==> config.mk <==
export PLATFORM = sky130hd
export DESIGN_NAME = vend_payment_ctrl_flat
export DESIGN_NICKNAME = d
export VERILOG_FILES = /design/src/rtl/vend_payment_ctrl_pkg.sv /design/src/rtl/vend_payment_ctrl_if.sv /design/src/rtl/vend_payment_ctrl_addern.sv /design/src/rtl/vend_payment_ctrl.sv /design/src/flat_wrapper.sv
export SDC_FILE = /design/constraint.sdc
export NUM_CORES = 1
export LEC_CHECK = 0
export BUFFER_PORTS_ARGS = -buffer_cell sky130_fd_sc_hd__clkbuf_2
export CORE_ASPECT_RATIO = 1.4
export CORE_MARGIN = 2
export CORE_UTILIZATION = 30
export CTS_BUF_LIST = sky130_fd_sc_hd__clkbuf_4
export CTS_CLUSTER_DIAMETER = 40
export DETAILED_ROUTE_END_ITERATION = 16
export PLACE_DENSITY = 0.59
export SLEW_MARGIN = 20
export SYNTH_ARGS = -nofsm -noshare
export SYNTH_HDL_FRONTEND = slang
export SYNTH_SLANG_ARGS = --single-unit
==> constraint.sdc <==
create_clock -name clk -period 7.45 [get_ports clk]
set_input_delay 1.49 -clock clk [delete_from_list [all_inputs] [get_ports clk]]
set_output_delay 1.49 -clock clk [all_outputs]
set_load 0.02 [all_outputs]
==> src/rtl/vend_payment_ctrl_pkg.sv <==
// Shared types and default sizing for the vend payment controller.
package vend_payment_ctrl_pkg;

    typedef enum logic [2:0] {
        IDLE   = 3'd0,
        ADD    = 3'd1,
        SUB1   = 3'd2,
        SUB2   = 3'd3,
        VEND   = 3'd4,
        CHANGE = 3'd5
    } VendState;

    localparam int DEF_WIDTH          = 8;
    localparam int DEF_TIMEOUT_CYCLES = 1000;

endpackage

==> src/rtl/vend_payment_ctrl_if.sv <==
// Front-end / actuator signal bundle for the vend payment controller.
interface vend_payment_ctrl_if
    import vend_payment_ctrl_pkg::*;
#(
    parameter int WIDTH = DEF_WIDTH
);
    logic             coin_valid;
    logic [WIDTH-1:0] coin_val;
    logic             coin_ack;
    logic             coin_rej;
    logic             sel_valid;
    logic [WIDTH-1:0] sel_price;
    logic             cancel;
    logic             vend;
    logic             short;
    logic             chg_valid;
    logic [WIDTH-1:0] chg_amt;
    logic             chg_ready;
    logic [WIDTH-1:0] credit;
    logic             busy;

    modport master (
        output coin_valid, coin_val, sel_valid, sel_price, cancel, chg_ready,
        input  coin_ack, coin_rej, vend, short, chg_valid, chg_amt, credit, busy
    );

    modport slave (
        input  coin_valid, coin_val, sel_valid, sel_price, cancel, chg_ready,
        output coin_ack, coin_rej, vend, short, chg_valid, chg_amt, credit, busy
    );

endinterface

==> src/rtl/vend_payment_ctrl_addern.sv <==
// WIDTH-bit adder without carry-in; the only arithmetic unit of the controller.
module addern #(
    parameter int WIDTH = 8
) (
    input  logic [WIDTH-1:0] i_a,
    input  logic [WIDTH-1:0] i_b,
    output logic [WIDTH-1:0] o_sum,
    output logic             o_carry
);

    assign {o_carry, o_sum} = {1'b0, i_a} + {1'b0, i_b};

endmodule

==> src/rtl/vend_payment_ctrl.sv <==
// Payment sequencer: coin credit, price check, vend and change on one shared adder.
// Optional idle auto-refund is enabled by defining RESELLER_TIMEOUT_EN.
module vend_payment_ctrl
    import vend_payment_ctrl_pkg::*;
#(
    parameter int WIDTH          = DEF_WIDTH,
    parameter int TIMEOUT_CYCLES = DEF_TIMEOUT_CYCLES
) (
    input logic                clk,
    input logic                rst_n,
    vend_payment_ctrl_if.slave bus
);

    VendState         r_state, w_nextState;
    logic [WIDTH-1:0] r_credit, w_nextCredit;
    logic [WIDTH-1:0] r_op, w_nextOp;
    logic [WIDTH-1:0] r_t, w_nextT;
    logic             r_c1, w_nextC1;
    logic             r_coinAck, w_nextCoinAck;
    logic             r_coinRej, w_nextCoinRej;
    logic             r_vend, w_nextVend;
    logic             r_short, w_nextShort;
    logic             r_chgValid, w_nextChgValid;
    logic [WIDTH-1:0] r_chgAmt, w_nextChgAmt;
    logic [WIDTH-1:0] w_adderA, w_adderB, w_sum;
    logic             w_carry;
    logic             w_timeoutHit;

    // Subtraction is credit + ~price followed by +1; either pass carrying means credit >= price.
    always_comb begin
        w_adderA = '0;
        w_adderB = '0;
        case (r_state)
            ADD: begin
                w_adderA = r_credit;
                w_adderB = r_op;
            end
            SUB1: begin
                w_adderA = r_credit;
                w_adderB = ~r_op;
            end
            SUB2: begin
                w_adderA = r_t;
                w_adderB = WIDTH'(1);
            end
            default: ;
        endcase
    end

    addern #(.WIDTH(WIDTH)) u_adder (
        .i_a     (w_adderA),
        .i_b     (w_adderB),
        .o_sum   (w_sum),
        .o_carry (w_carry)
    );

    always_comb begin
        w_nextState    = r_state;
        w_nextCredit   = r_credit;
        w_nextOp       = r_op;
        w_nextT        = r_t;
        w_nextC1       = r_c1;
        w_nextCoinAck  = 1'b0;
        w_nextCoinRej  = 1'b0;
        w_nextVend     = 1'b0;
        w_nextShort    = 1'b0;
        w_nextChgValid = r_chgValid;
        w_nextChgAmt   = r_chgAmt;
        case (r_state)
            IDLE: begin
                if (bus.cancel) begin
                    if (r_credit != '0) begin
                        w_nextState    = CHANGE;
                        w_nextChgValid = 1'b1;
                        w_nextChgAmt   = r_credit;
                    end
                end else if (bus.sel_valid) begin
                    w_nextOp    = bus.sel_price;
                    w_nextState = SUB1;
                end else if (bus.coin_valid) begin
                    w_nextOp    = bus.coin_val;
                    w_nextState = ADD;
                end else if (w_timeoutHit) begin
                    w_nextState    = CHANGE;
                    w_nextChgValid = 1'b1;
                    w_nextChgAmt   = r_credit;
                end
            end
            ADD: begin
                if (w_carry) begin
                    w_nextCoinRej = 1'b1;
                end else begin
                    w_nextCredit  = w_sum;
                    w_nextCoinAck = 1'b1;
                end
                w_nextState = IDLE;
            end
            SUB1: begin
                w_nextT     = w_sum;
                w_nextC1    = w_carry;
                w_nextState = SUB2;
            end
            SUB2: begin
                if (r_c1 | w_carry) begin
                    w_nextCredit = w_sum;
                    w_nextVend   = 1'b1;
                    w_nextState  = VEND;
                end else begin
                    w_nextShort = 1'b1;
                    w_nextState = IDLE;
                end
            end
            VEND: begin
                if (r_credit != '0) begin
                    w_nextState    = CHANGE;
                    w_nextChgValid = 1'b1;
                    w_nextChgAmt   = r_credit;
                end else begin
                    w_nextState = IDLE;
                end
            end
            CHANGE: begin
                if (bus.chg_ready) begin
                    w_nextCredit   = '0;
                    w_nextChgValid = 1'b0;
                    w_nextChgAmt   = '0;
                    w_nextState    = IDLE;
                end
            end
            default: w_nextState = IDLE;
        endcase
    end

    always_ff @(posedge clk or negedge rst_n) begin
        if (!rst_n) begin
            r_state    <= IDLE;
            r_credit   <= '0;
            r_op       <= '0;
            r_t        <= '0;
            r_c1       <= 1'b0;
            r_coinAck  <= 1'b0;
            r_coinRej  <= 1'b0;
            r_vend     <= 1'b0;
            r_short    <= 1'b0;
            r_chgValid <= 1'b0;
            r_chgAmt   <= '0;
        end else begin
            r_state    <= w_nextState;
            r_credit   <= w_nextCredit;
            r_op       <= w_nextOp;
            r_t        <= w_nextT;
            r_c1       <= w_nextC1;
            r_coinAck  <= w_nextCoinAck;
            r_coinRej  <= w_nextCoinRej;
            r_vend     <= w_nextVend;
            r_short    <= w_nextShort;
            r_chgValid <= w_nextChgValid;
            r_chgAmt   <= w_nextChgAmt;
        end
    end

`ifdef RESELLER_TIMEOUT_EN
    logic [31:0] r_idleCnt;

    assign w_timeoutHit = (r_credit != '0) && (r_idleCnt == 32'(TIMEOUT_CYCLES - 1));

    // Counts only while credit sits untouched in IDLE; any strobe or exit restarts it.
    always_ff @(posedge clk or negedge rst_n) begin
        if (!rst_n) begin
            r_idleCnt <= '0;
        end else if (r_state == IDLE && w_nextState == IDLE && r_credit != '0) begin
            r_idleCnt <= r_idleCnt + 32'd1;
        end else begin
            r_idleCnt <= '0;
        end
    end
`else
    logic w_unusedTimeout;

    assign w_timeoutHit    = 1'b0;
    assign w_unusedTimeout = ^TIMEOUT_CYCLES;
`endif

    assign bus.coin_ack  = r_coinAck;
    assign bus.coin_rej  = r_coinRej;
    assign bus.vend      = r_vend;
    assign bus.short     = r_short;
    assign bus.chg_valid = r_chgValid;
    assign bus.chg_amt   = r_chgAmt;
    assign bus.credit    = r_credit;
    assign bus.busy      = (r_state != IDLE);

endmodule
==> src/flat_wrapper.sv <==
// flat-port wrapper written by rule: the top's interface ports become plain ports
module vend_payment_ctrl_flat import vend_payment_ctrl_pkg::*;
#(
    parameter int WIDTH          = DEF_WIDTH,
    parameter int TIMEOUT_CYCLES = DEF_TIMEOUT_CYCLES
)
  (clk, rst_n, bus_coin_valid, bus_coin_val, bus_sel_valid, bus_sel_price, bus_cancel, bus_chg_ready, bus_coin_ack, bus_coin_rej, bus_vend, bus_short, bus_chg_valid, bus_chg_amt, bus_credit, bus_busy);
  vend_payment_ctrl_if #(.WIDTH(WIDTH)) bus_i ();
  input logic clk;
  input logic rst_n;
  input wire logic [$bits(bus_i.coin_valid)-1:0] bus_coin_valid;
  input wire logic [$bits(bus_i.coin_val)-1:0] bus_coin_val;
  input wire logic [$bits(bus_i.sel_valid)-1:0] bus_sel_valid;
  input wire logic [$bits(bus_i.sel_price)-1:0] bus_sel_price;
  input wire logic [$bits(bus_i.cancel)-1:0] bus_cancel;
  input wire logic [$bits(bus_i.chg_ready)-1:0] bus_chg_ready;
  output wire logic [$bits(bus_i.coin_ack)-1:0] bus_coin_ack;
  output wire logic [$bits(bus_i.coin_rej)-1:0] bus_coin_rej;
  output wire logic [$bits(bus_i.vend)-1:0] bus_vend;
  output wire logic [$bits(bus_i.short)-1:0] bus_short;
  output wire logic [$bits(bus_i.chg_valid)-1:0] bus_chg_valid;
  output wire logic [$bits(bus_i.chg_amt)-1:0] bus_chg_amt;
  output wire logic [$bits(bus_i.credit)-1:0] bus_credit;
  output wire logic [$bits(bus_i.busy)-1:0] bus_busy;
  assign bus_i.coin_valid = bus_coin_valid;
  assign bus_i.coin_val = bus_coin_val;
  assign bus_i.sel_valid = bus_sel_valid;
  assign bus_i.sel_price = bus_sel_price;
  assign bus_i.cancel = bus_cancel;
  assign bus_i.chg_ready = bus_chg_ready;
  assign bus_coin_ack = bus_i.coin_ack;
  assign bus_coin_rej = bus_i.coin_rej;
  assign bus_vend = bus_i.vend;
  assign bus_short = bus_i.short;
  assign bus_chg_valid = bus_i.chg_valid;
  assign bus_chg_amt = bus_i.chg_amt;
  assign bus_credit = bus_i.credit;
  assign bus_busy = bus_i.busy;
  vend_payment_ctrl #(.WIDTH(WIDTH), .TIMEOUT_CYCLES(TIMEOUT_CYCLES)) u_core (.clk(clk), .rst_n(rst_n), .bus(bus_i));
endmodule
==> flow_metrics.py, run 1 <==
metrics = {
    "worst_hold_path": {
        "min_to": "u_core.r_t[7]",
        "hold_start": "u_core.r_t[7]",
        "min_path_cells": 2,
        "min_path_type": "flop to flop",
    },
    "synth": {
        "synth_nets": 299,
        "avgSynthCellArea_um2": 9.09,
        "synth_edf_count": 0,
        "post-synth-top-area-cell": "dfrtp_1",
        "syn_area_um2": 2430,
        "async_reset_ff_share_pct": 100,
        "synth_top_area_share_pct": 42.1,
        "syn_inst": 268,
        "yosys-top-cells-area": "dfrtp_1 (42%), nor2_1 (6.5%), mux2i_1 (5.3%), a21oi_1 (5.1%), ha_1 (4.1%)",
        "ys_seq_area_share_pct": 42.1,
        "ys_ff_latch": 41,
        "yosysWarnings": 0,
        "synth_ff_type": "dfrtp_1",
        "synth_cell_types": 46,
    },
    "sta": {
        "worstMarginPinSlew_ns": 0.924,
        "post-route-min-period_ns": 3.54,
        "setup_viol": 0,
        "skew_ns": 0.0136,
        "fin_tns_setup_ns": 0,
        "slew_violations": 0,
        "max_freq_mhz": 282,
        "max_slew_margin_pct": 38.4,
        "grt_setup_unrepaired": "no",
        "finalHoldViolCount": 0,
        "min_period_over_period_pct": 47.5,
    },
    "grt": {
        "grt_overflow": 0,
        "grt_pass1_wl_mm": 9.73,
        "track_usage_pct": 13.9,
        "antenna_found_initial": 0,
        "grt_pass1_vias": 2012,
        "grt_max_degree": 42,
    },
    "placed_design": {
        "dp.cells": 398,
        "port_buffers": 43,
        "dp_hpwl_mm": 4.50,
        "place_congestion": 0.870,
    },
    "routing": {
        "wl_met1_mm": 2.45,
        "wl_met3_um": 142,
        "drt_first_pass_iters": 4,
        "totalWireLength_mm": 5.79,
        "vias": 2016,
        "top_layer_used": "met4",
        "drc_errors": 0,
        "first_iter_violations": 152,
        "vias_per_cell": 4.97,
        "drtAntennaViolNets": 0,
        "drt-wirelength-per-cell_um": 14.3,
        "met2_length_mm": 2.99,
    },
    "clock_network": {
        "clock_latency_ns": 0.36,
        "clk_pin_slew_worst_paths_ns": 0.13,
        "postCtsHoldBufs": 0,
        "root_buffer": "clkbuf_4",
        "htree_levels": 2,
        "cts_sinks": 41,
        "cts_tree": "done",
        "cts_setup_buffers": 0,
        "cts_resized": 0,
        "clk_path_buf_depth": 2,
        "cts_buffers": 5,
    },
    "pwr": {
        "powerDensity_nw_per_um2": 430,
        "p_total_mw": 1.19,
        "peakVddDrop_mv": 0.108,
        "p_leak_nw": 1.36,
    },
    "critical_path": {
        "r2r-start": "u_core.r_state[1]",
        "r2r_slack_ns": 3.91,
        "critical_path_class": "flop to flop",
        "critPathMaxFanout": 26,
        "critPathCaptureType": "flop",
        "reg2reg_depth": 11,
        "rr_endpoint": "u_core.bus.credit[3]",
        "cp-start-kind": "flop",
        "critPathRequiredTime_ns": 7.70,
        "cp.arrival_ns": 3.79,
    },
    "cells_and_area": {
        "final_cell_mix": "nor2_1 (42), clkbuf_2 (42), dfrtp_1 (41), a21oi_1 (25), nand2_1 (22)",
        "drive_above_1_share_pct": 21.6,
        "area_delta_synth_final_pct": 13.8,
        "antenna_cells": 0,
        "nets": 336,
        "layout.cells.non_filler": 406,
    },
    "die": {
        "dieArea_um2": 8860,
        "initial_utilization_pct": 31.2,
        "ios": 44,
        "row_count": 38,
        "die_width_um": 80.1,
        "die_h_um": 111,
        "coreArea_um2": 7800,
    },
    "run": {
        "maxCapViolCount": 0,
    },
    "status": {
        "outcome": "finished, final reports clean",
    },
}
sequential cells by signal, summed over array words and instances, names as in the netlist, 3 cells and up:
signal / count
u_core.bus.chg_amt: 8
u_core.bus.credit: 8
u_core.r_t: 8
u_core.r_op: 8
u_core.r_state: 3
cells in the mapped netlist, types with 2 or more instances:
cell type and instances:
nand2b_1 3, nor2b_1 3, mux2_2 6, nor2_1 42, nor3_1 4, mux2_4 3
ha_1 8, a22oi_1 8, a211oi_1 2, and3b_1 3, nand3_1 4, or4_1 2
mux2i_1 13, a22o_1 8, dfrtp_1 41, clkbuf_1 6, and2_1 2, o22ai_1 3
a31oi_1 2, buf_2 4, xor2_1 4, a21oi_1 25, a21o_1 2, o21ai_0 17
nand2_1 22, inv_1 10, xnor2_1 2
worst max-delay path, cell delays in order, from the launching register on:
cell      delay, ns
dfrtp_1        0.85
inv_1          0.22
nor2_1         0.45
a22oi_1        0.16
nor2_1         0.12
ha_1           0.21
fa_1           0.25
a211oi_2       0.09
nor3_1         0.31
o31a_1         0.22
and2_4         0.23
mux2_4         0.31
area by class of cell:
| cell class | instances | area [um^2] |
|---|---|---|
| well taps | 100 | 125 |
| clock buffers | 6 | 45.0 |
| clock inverters | 2 | 10.0 |
| multi-input cells | 204 | 1310 |
| fillers | 819 | 5030 |
| repair buffers | 43 | 215 |
| flip-flops and latches | 41 | 1030 |
| inverters | 10 | 37.5 |
per-layer routing:
metal  up-vias  GRT usage (%)
li1       1020              -
met1       932           16.4
met2        49           24.1
met3        15           1.47
met4         0           7.12
met5         -              0
per-stage QoR:
step	utilization [%]	hold slack [ns]	setup slack [ns]	cell area [um^2]
final	35.5	0.510	3.91	2770
after global routing	35.5	0.538	3.61	2770
after CTS	35.5	0.510	3.95	2770
after detailed placement	34.8	0.481	4.00	2720
after global placement	34.8	0.474	4.05	2720
after floorplan	-	0.444	4.22	2430
worst max path at each step:
| stage | start | end |
|---|---|---|
| final | u_core.r_state[1] | u_core.bus.credit[3] |
| after global routing | u_core.r_state[1] | u_core.bus.credit[3] |
| after CTS | u_core.r_state[1] | u_core.bus.credit[3] |
| after detailed placement | u_core.r_state[1] | u_core.bus.credit[3] |
| after global placement | u_core.r_state[1] | u_core.bus.credit[4] |
| after floorplan | u_core.r_state[1] | u_core.bus.credit[2] |
cells by family after synthesis:
group,count (synthesis),share of synthesized area [%]
compound gates,75,19.2
xor+xnor,6,2.16
fa+ha+maj,9,4.93
buf+inv,23,4.21
flops,41,42.1
mux,22,9.97
simple gates,92,17.4
report_power, final:
group | switching, mW | internal (mW)
sequential | 0.110 | 0.310
clock | 0.0731 | 0.0396
combinational | 0.384 | 0.274
No activity file was read; power rests on OpenSTA's default activity.
==> run 2: changes to the inputs <==
--- a/config.mk
+++ b/config.mk
@@ -5,6 +5,7 @@
 export SDC_FILE = /design/constraint.sdc
 export NUM_CORES = 1
 export LEC_CHECK = 0
+export ABC_AREA = 1
 export BUFFER_PORTS_ARGS = -buffer_cell sky130_fd_sc_hd__clkbuf_2
 export CORE_ASPECT_RATIO = 1.4
 export CORE_MARGIN = 2
@@ -12,7 +13,7 @@
 export CTS_BUF_LIST = sky130_fd_sc_hd__clkbuf_4
 export CTS_CLUSTER_DIAMETER = 40
 export DETAILED_ROUTE_END_ITERATION = 16
-export PLACE_DENSITY = 0.59
+export PLACE_DENSITY = 0.61
 export SLEW_MARGIN = 20
 export SYNTH_ARGS = -nofsm -noshare
 export SYNTH_HDL_FRONTEND = slang
==> constraint.sdc (replaced) <==
create_clock -name clk -period 3.2 [get_ports clk]
set_input_delay 0.64 -clock clk [delete_from_list [all_inputs] [get_ports clk]]
set_output_delay 0.64 -clock clk [all_outputs]
set_load 0.02 [all_outputs]
==> flow_metrics.py, run 2 <==
metrics = {
    "critical_path": {
        "r2r_slack_ns": 0.30,
        "cp.arrival_ns": 3.16,
        "crit_buf_inv": 3,
        "reg2reg_depth": 15,
        "cp.depth": 15,
        "critPathRequiredTime_ns": 3.46,
        "rr_endpoint": "u_core.bus.credit[6]",
        "r2r-start": "u_core.r_state[1]",
        "crit_chain": "inv_2 -> nor2_1 -> nand2_1 -> inv_1 -> o21ai_0 -> inv_1 -> fa_1 -> nand2_1 -> nand2_1 -> nand3_2 -> nand2_2 -> a21oi_4 -> nand2_2 -> nand2_1 -> nand2_1",
        "critical_path_class": "flop to flop",
        "critPathSlowestCell": "dfrtp_1",
        "cp-endpoint": "u_core.bus.credit[6]",
        "critPathMaxFanout": 12,
        "path_delay_family": "simple AND/OR/NAND/NOR gates",
        "cp_common_cell": "nand2_1",
        "critPathCaptureType": "flop",
        "cp_slowest_stage_delay_ns": 0.45,
        "cp-start-kind": "flop",
        "cp-startpoint": "u_core.r_state[1]",
    },
    "sta": {
        "skew_ns": 0.0163,
        "min_period_over_period_pct": 90.5,
        "post-route-min-period_ns": 2.90,
        "finalHoldViolCount": 0,
        "max_freq_mhz": 345,
        "slew_violations": 0,
        "fin_tns_setup_ns": 0,
        "setup_viol": 0,
        "grt_setup_unrepaired": "no",
        "max_slew_margin_pct": 39.3,
        "worstMarginPinSlew_ns": 0.911,
    },
    "clock_network": {
        "cts_sinks": 41,
        "postCtsHoldBufs": 0,
        "htree_levels": 2,
        "clk_pin_slew_worst_paths_ns": 0.14,
        "clk_path_buf_depth": 2,
        "cts_tree": "done",
        "cts_resized": 0,
        "root_buffer": "clkbuf_4",
        "cts_setup_buffers": 0,
        "clock_latency_ns": 0.36,
        "cts_buffers": 5,
    },
    "die": {
        "ios": 44,
        "initial_utilization_pct": 30.5,
        "coreArea_um2": 8100,
        "row_count": 39,
        "die_h_um": 111,
        "dieArea_um2": 8990,
        "die_width_um": 80.7,
    },
    "synth": {
        "yosysMostFrequentCell": "nand2_1",
        "syn_inst": 331,
        "ys_seq_area_share_pct": 41.5,
        "syn_area_um2": 2470,
        "ys_ff_latch": 41,
        "yosysWarnings": 0,
        "yosys-top-cells-area": "dfrtp_1 (42%), nand2_1 (20%), inv_1 (4.7%), ha_1 (4.1%), nor2_1 (3.9%)",
        "synth_nets": 362,
        "post-synth-top-area-cell": "dfrtp_1",
        "synth_common_cells": "nand2_1 (130), dfrtp_1 (41), inv_1 (31)",
        "synth_cell_types": 34,
        "async_reset_ff_share_pct": 100,
        "synth_top_area_share_pct": 41.5,
        "synth_ff_type": "dfrtp_1",
        "synth_edf_count": 0,
        "avgSynthCellArea_um2": 7.47,
    },
    "routing": {
        "drt-wirelength-per-cell_um": 11.5,
        "drc_errors": 0,
        "drtAntennaViolNets": 0,
        "totalWireLength_mm": 5.50,
        "first_iter_violations": 90,
        "vias_per_cell": 4.47,
        "vias": 2141,
        "drt_first_pass_iters": 4,
    },
    "cells_and_area": {
        "n_fill_cell": 911,
        "drive_above_1_share_pct": 22.0,
        "antenna_cells": 0,
        "final_common_cell": "nand2_1",
        "nets": 407,
        "area_delta_synth_final_pct": 16.7,
        "final_cell_mix": "nand2_1 (130), clkbuf_2 (42), dfrtp_1 (41), inv_1 (31), nor2_1 (26)",
    },
    "worst_hold_path": {
        "min_path_type": "input pin to async pin",
    },
    "grt": {
        "grt_pass1_wl_mm": 8.93,
        "grt_pass1_vias": 1944,
        "grt_overflow": 0,
        "track_usage_pct": 12.7,
        "antenna_found_initial": 0,
        "grt_max_degree": 42,
    },
    "pwr": {
        "powerDensity_nw_per_um2": 1090,
        "peakVddDrop_mv": 0.316,
        "p_leak_nw": 1.58,
        "p_total_mw": 3.15,
    },
    "placed_design": {
        "port_buffers": 43,
        "place_congestion": 0.867,
        "dp_hpwl_mm": 4.34,
    },
    "run": {
        "maxCapViolCount": 0,
    },
    "status": {
        "outcome": "finished, final reports clean",
    },
}
-- run 2: cell types whose count changed after synthesis, sizes merged, moves of 4 or more --
| cell | delta |
|---|---|
| mux2i | -13 |
| nand2 | +114 |
| nand3b | +5 |
| nor2 | -9 |
| mux2 | -9 |
| nand3 | +4 |
| a31oi | +6 |
| clkbuf | -5 |
| nor3 | -4 |
| a22oi | -8 |
| inv | +29 |
| o21ai | +9 |
| a21oi | -17 |
| a22o | -8 |
-- run 2: layout make-up --
| cell class | count | area, um^2 | share of cell area [%] |
|---|---|---|---|
| Multi-Input combinational cell | 244 | 1250 | 43.5 |
| Sequential cell | 41 | 1030 | 35.6 |
| Timing Repair Buffer | 44 | 223 | 7.73 |
| Inverter | 40 | 150 | 5.21 |
| Tap cell | 102 | 128 | 4.43 |
| Clock inverter | 3 | 65.1 | 2.26 |
| Clock buffer | 5 | 37.5 | 1.30 |
-- run 2: cells by family (layout without fill, tap and decap cells) --
kind of cell | after synthesis | after routing | share of synthesized area (%)
xor gates and xnor gates | 3 | 3 | 1.06
and+or+nand+nor | 188 | 188 | 33.5
buffers and inverters | 46 | 92 | 7.75
DFF | 41 | 41 | 41.5
adders and majority gates | 9 | 9 | 4.86
AOI/OAI and AO/OA | 44 | 44 | 11.3
-- run 2: where the power goes --
group          total [mW]  internal, mW  leakage, nW  switching, mW
Combinational        1.85         0.637         1.01           1.22
Clock               0.423         0.242       0.0552          0.182
Sequential          0.877         0.730        0.516          0.148
-- run 2: worst min-delay path by stage --
stage | endpoint | slack, ns | cells after the start
floorplan | u_core.bus.chg_amt[0] | 0.34 | 0
global placement | u_core.bus.chg_amt[2] | 0.45 | 2
detailed placement | u_core.bus.chg_amt[7] | 0.46 | 2
CTS | u_core.r_t[3] | 0.47 | 1
global route | u_core.r_t[3] | 0.47 | 1
finish | u_core.r_t[3] | 0.40 | 1
-- run 2: through the flow --
stage	setup WS, ns	hold WS [ns]	area [um^2]	instances	utilization, %
final	0.304	0.399	2880	479	35.6
after global routing	0.00984	0.466	2880	479	35.6
after CTS	0.281	0.471	2880	479	35.6
after detailed placement	0.313	0.461	2780	471	34.3
after global placement	0.425	0.452	2780	471	34.3
after floorplan	0.791	0.344	2470	331	-
-- run 2: routing by layer --
layer	vias to the layer above	track usage, %	wire (um)
li1	1132	-	-
met3	10	2.19	279
met1	932	16.0	2410
met4	0	4.86	133
met5	-	0	0
met2	67	21.4	2670
==> run 3: changes to the inputs <==
--- a/config.mk
+++ b/config.mk
@@ -13,7 +13,9 @@
 export CTS_BUF_LIST = sky130_fd_sc_hd__clkbuf_4
 export CTS_CLUSTER_DIAMETER = 40
 export DETAILED_ROUTE_END_ITERATION = 16
+export GPL_TIMING_DRIVEN = 0
 export PLACE_DENSITY = 0.61
+export SETUP_SLACK_MARGIN = 0.02
 export SLEW_MARGIN = 20
 export SYNTH_ARGS = -nofsm -noshare
 export SYNTH_HDL_FRONTEND = slang
==> flow_metrics.py, run 3 (same netlist as run 2, synthesis figures left out) <==
metrics = {
    "grt": {
        "grt_max_degree": 42,
        "grt_overflow": 0,
        "grt_pass1_wl_mm": 8.68,
        "track_usage_pct": 12.1,
        "grt_pass1_vias": 1964,
        "antenna_found_initial": 0,
    },
    "die": {
        "coreArea_um2": 8100,
        "ios": 44,
        "die_h_um": 111,
        "die_width_um": 80.7,
        "initial_utilization_pct": 30.5,
        "dieArea_um2": 8990,
        "row_count": 39,
    },
    "placed_design": {
        "dp_hpwl_mm": 4.15,
        "place_congestion": 0.836,
        "port_buffers": 42,
        "placed_area_um2": 2810,
        "dp.cells": 475,
        "pre_cts_slack_ns": 0.348,
    },
    "routing": {
        "drt-wirelength-per-cell_um": 10.4,
        "first_iter_violations": 99,
        "drc_errors": 0,
        "totalWireLength_mm": 5.03,
        "drt_first_pass_iters": 4,
        "drtAntennaViolNets": 0,
        "vias": 2133,
        "vias_per_cell": 4.42,
    },
    "sta": {
        "fin_ws_ns": 0.344,
        "skew_ns": 0.00239,
        "finalHoldViolCount": 0,
        "fin_tns_setup_ns": 0,
        "hold_slack_ns": 0.405,
        "max_slew_margin_pct": 38.6,
        "min_period_over_period_pct": 89.2,
        "max_freq_mhz": 350,
        "post-route-min-period_ns": 2.86,
        "grt_setup_unrepaired": "no",
        "slew_violations": 0,
        "worstMarginPinSlew_ns": 0.921,
        "setup_viol": 0,
    },
    "status": {
        "outcome": "finished, final reports clean",
    },
    "critical_path": {
        "critical_path_class": "flop to flop",
        "critPathCaptureType": "flop",
        "critPathMaxFanout": 9,
        "rr_endpoint": "u_core.bus.credit[6]",
        "r2r_slack_ns": 0.34,
        "cp-startpoint": "u_core.r_state[2]",
        "crit_chain": "inv_2 -> nand2_2 -> nor2_2 -> inv_2 -> nand2_1 -> inv_2 -> o21ai_1 -> ha_1 -> nand2_1 -> nand2_1 -> a21oi_2 -> nand2_2 -> nand2_1 -> nand2_1 -> nor2_1 -> nand2_1 -> nand2_1",
        "cp_slowest_stage_delay_ns": 0.43,
        "cp_common_cell": "nand2_1",
        "cp-start-kind": "flop",
        "critPathSlowestCell": "dfrtp_1",
        "cp-endpoint": "u_core.bus.credit[6]",
        "reg2reg_depth": 17,
        "cp.arrival_ns": 3.16,
        "critPathRequiredTime_ns": 3.50,
        "r2r-start": "u_core.r_state[2]",
    },
    "pwr": {
        "p_total_mw": 2.95,
        "peakVddDrop_mv": 0.329,
        "p_leak_nw": 1.57,
        "powerDensity_nw_per_um2": 1030,
    },
    "clock_network": {
        "cts_resized": 0,
        "clk_path_buf_depth": 2,
        "htree_levels": 2,
        "root_buffer": "clkbuf_4",
        "cts_tree": "done",
        "cts_setup_buffers": 0,
        "cts_buffers": 5,
        "postCtsHoldBufs": 0,
        "cts_sinks": 41,
        "clk_pin_slew_worst_paths_ns": 0.12,
        "clock_latency_ns": 0.35,
    },
    "cells_and_area": {
        "final_area_um2": 2860,
        "final_common_cell": "nand2_1",
        "antenna_cells": 0,
        "area_delta_synth_final_pct": 15.9,
        "final_cell_mix": "nand2_1 (130), clkbuf_2 (41), dfrtp_1 (41), inv_1 (31), nor2_1 (26)",
        "nets": 411,
        "drive_above_1_share_pct": 22.6,
        "layout.cells.non_filler": 483,
        "finalCoreUtilization_pct": 35.4,
    },
    "worst_hold_path": {
        "min_path_type": "input pin to async pin",
    },
    "run": {
        "maxCapViolCount": 0,
    },
}
run 3: changes by cell type in the layout (fill, tap and decap cells not counted), sizes merged:
cell / delta
buf: +4
bufinv: -2
clkinv: +1
clkinvlp: +1
run 3: worst min path at each step:
stage | endpoint | start | slack (ns)
after CTS | u_core.r_state[0] | rst_n | 0.47
final | u_core.bus.short | rst_n | 0.41
after global routing | u_core.bus.vend | rst_n | 0.46
after detailed placement | u_core.bus.chg_amt[0] | u_core.bus.chg_amt[0] | 0.46
after floorplan | u_core.bus.chg_amt[0] | rst_n | 0.34
after global placement | u_core.bus.chg_amt[2] | u_core.bus.chg_amt[2] | 0.45
run 3: final cells by class:
type,instances,area [um^2]
fill,898,5240
multi-input combinational,244,1250
sequential,41,1030
timing repair buffer,42,210
inverter,40,150
tap,102,128
buffer,6,41.3
clock buffer,5,37.5
clock inverter,3,17.5
run 3: routing by layer:
layer | track usage, % | share of wire (%)
met1 | 15.1 | 44
met2 | 20.6 | 49
met3 | 1.94 | 4.2
met4 | 4.75 | 2.4
met5 | 0 | 0
run 3: power breakdown:
group / internal [mW] / switching, mW
Sequential: 0.730 / 0.143
Combinational: 0.652 / 1.17
Clock: 0.0830 / 0.174
run 3: worst max-delay path, delay by kind of cell (launching register included):
family	cells	cell delay, ns
buffers and inverters	3	0.35
adder cells (fa/ha/maj)	1	0.31
flip-flops	1	0.43
AND/OR/NAND/NOR	11	1.26
AO/OA/AOI/OAI	2	0.45
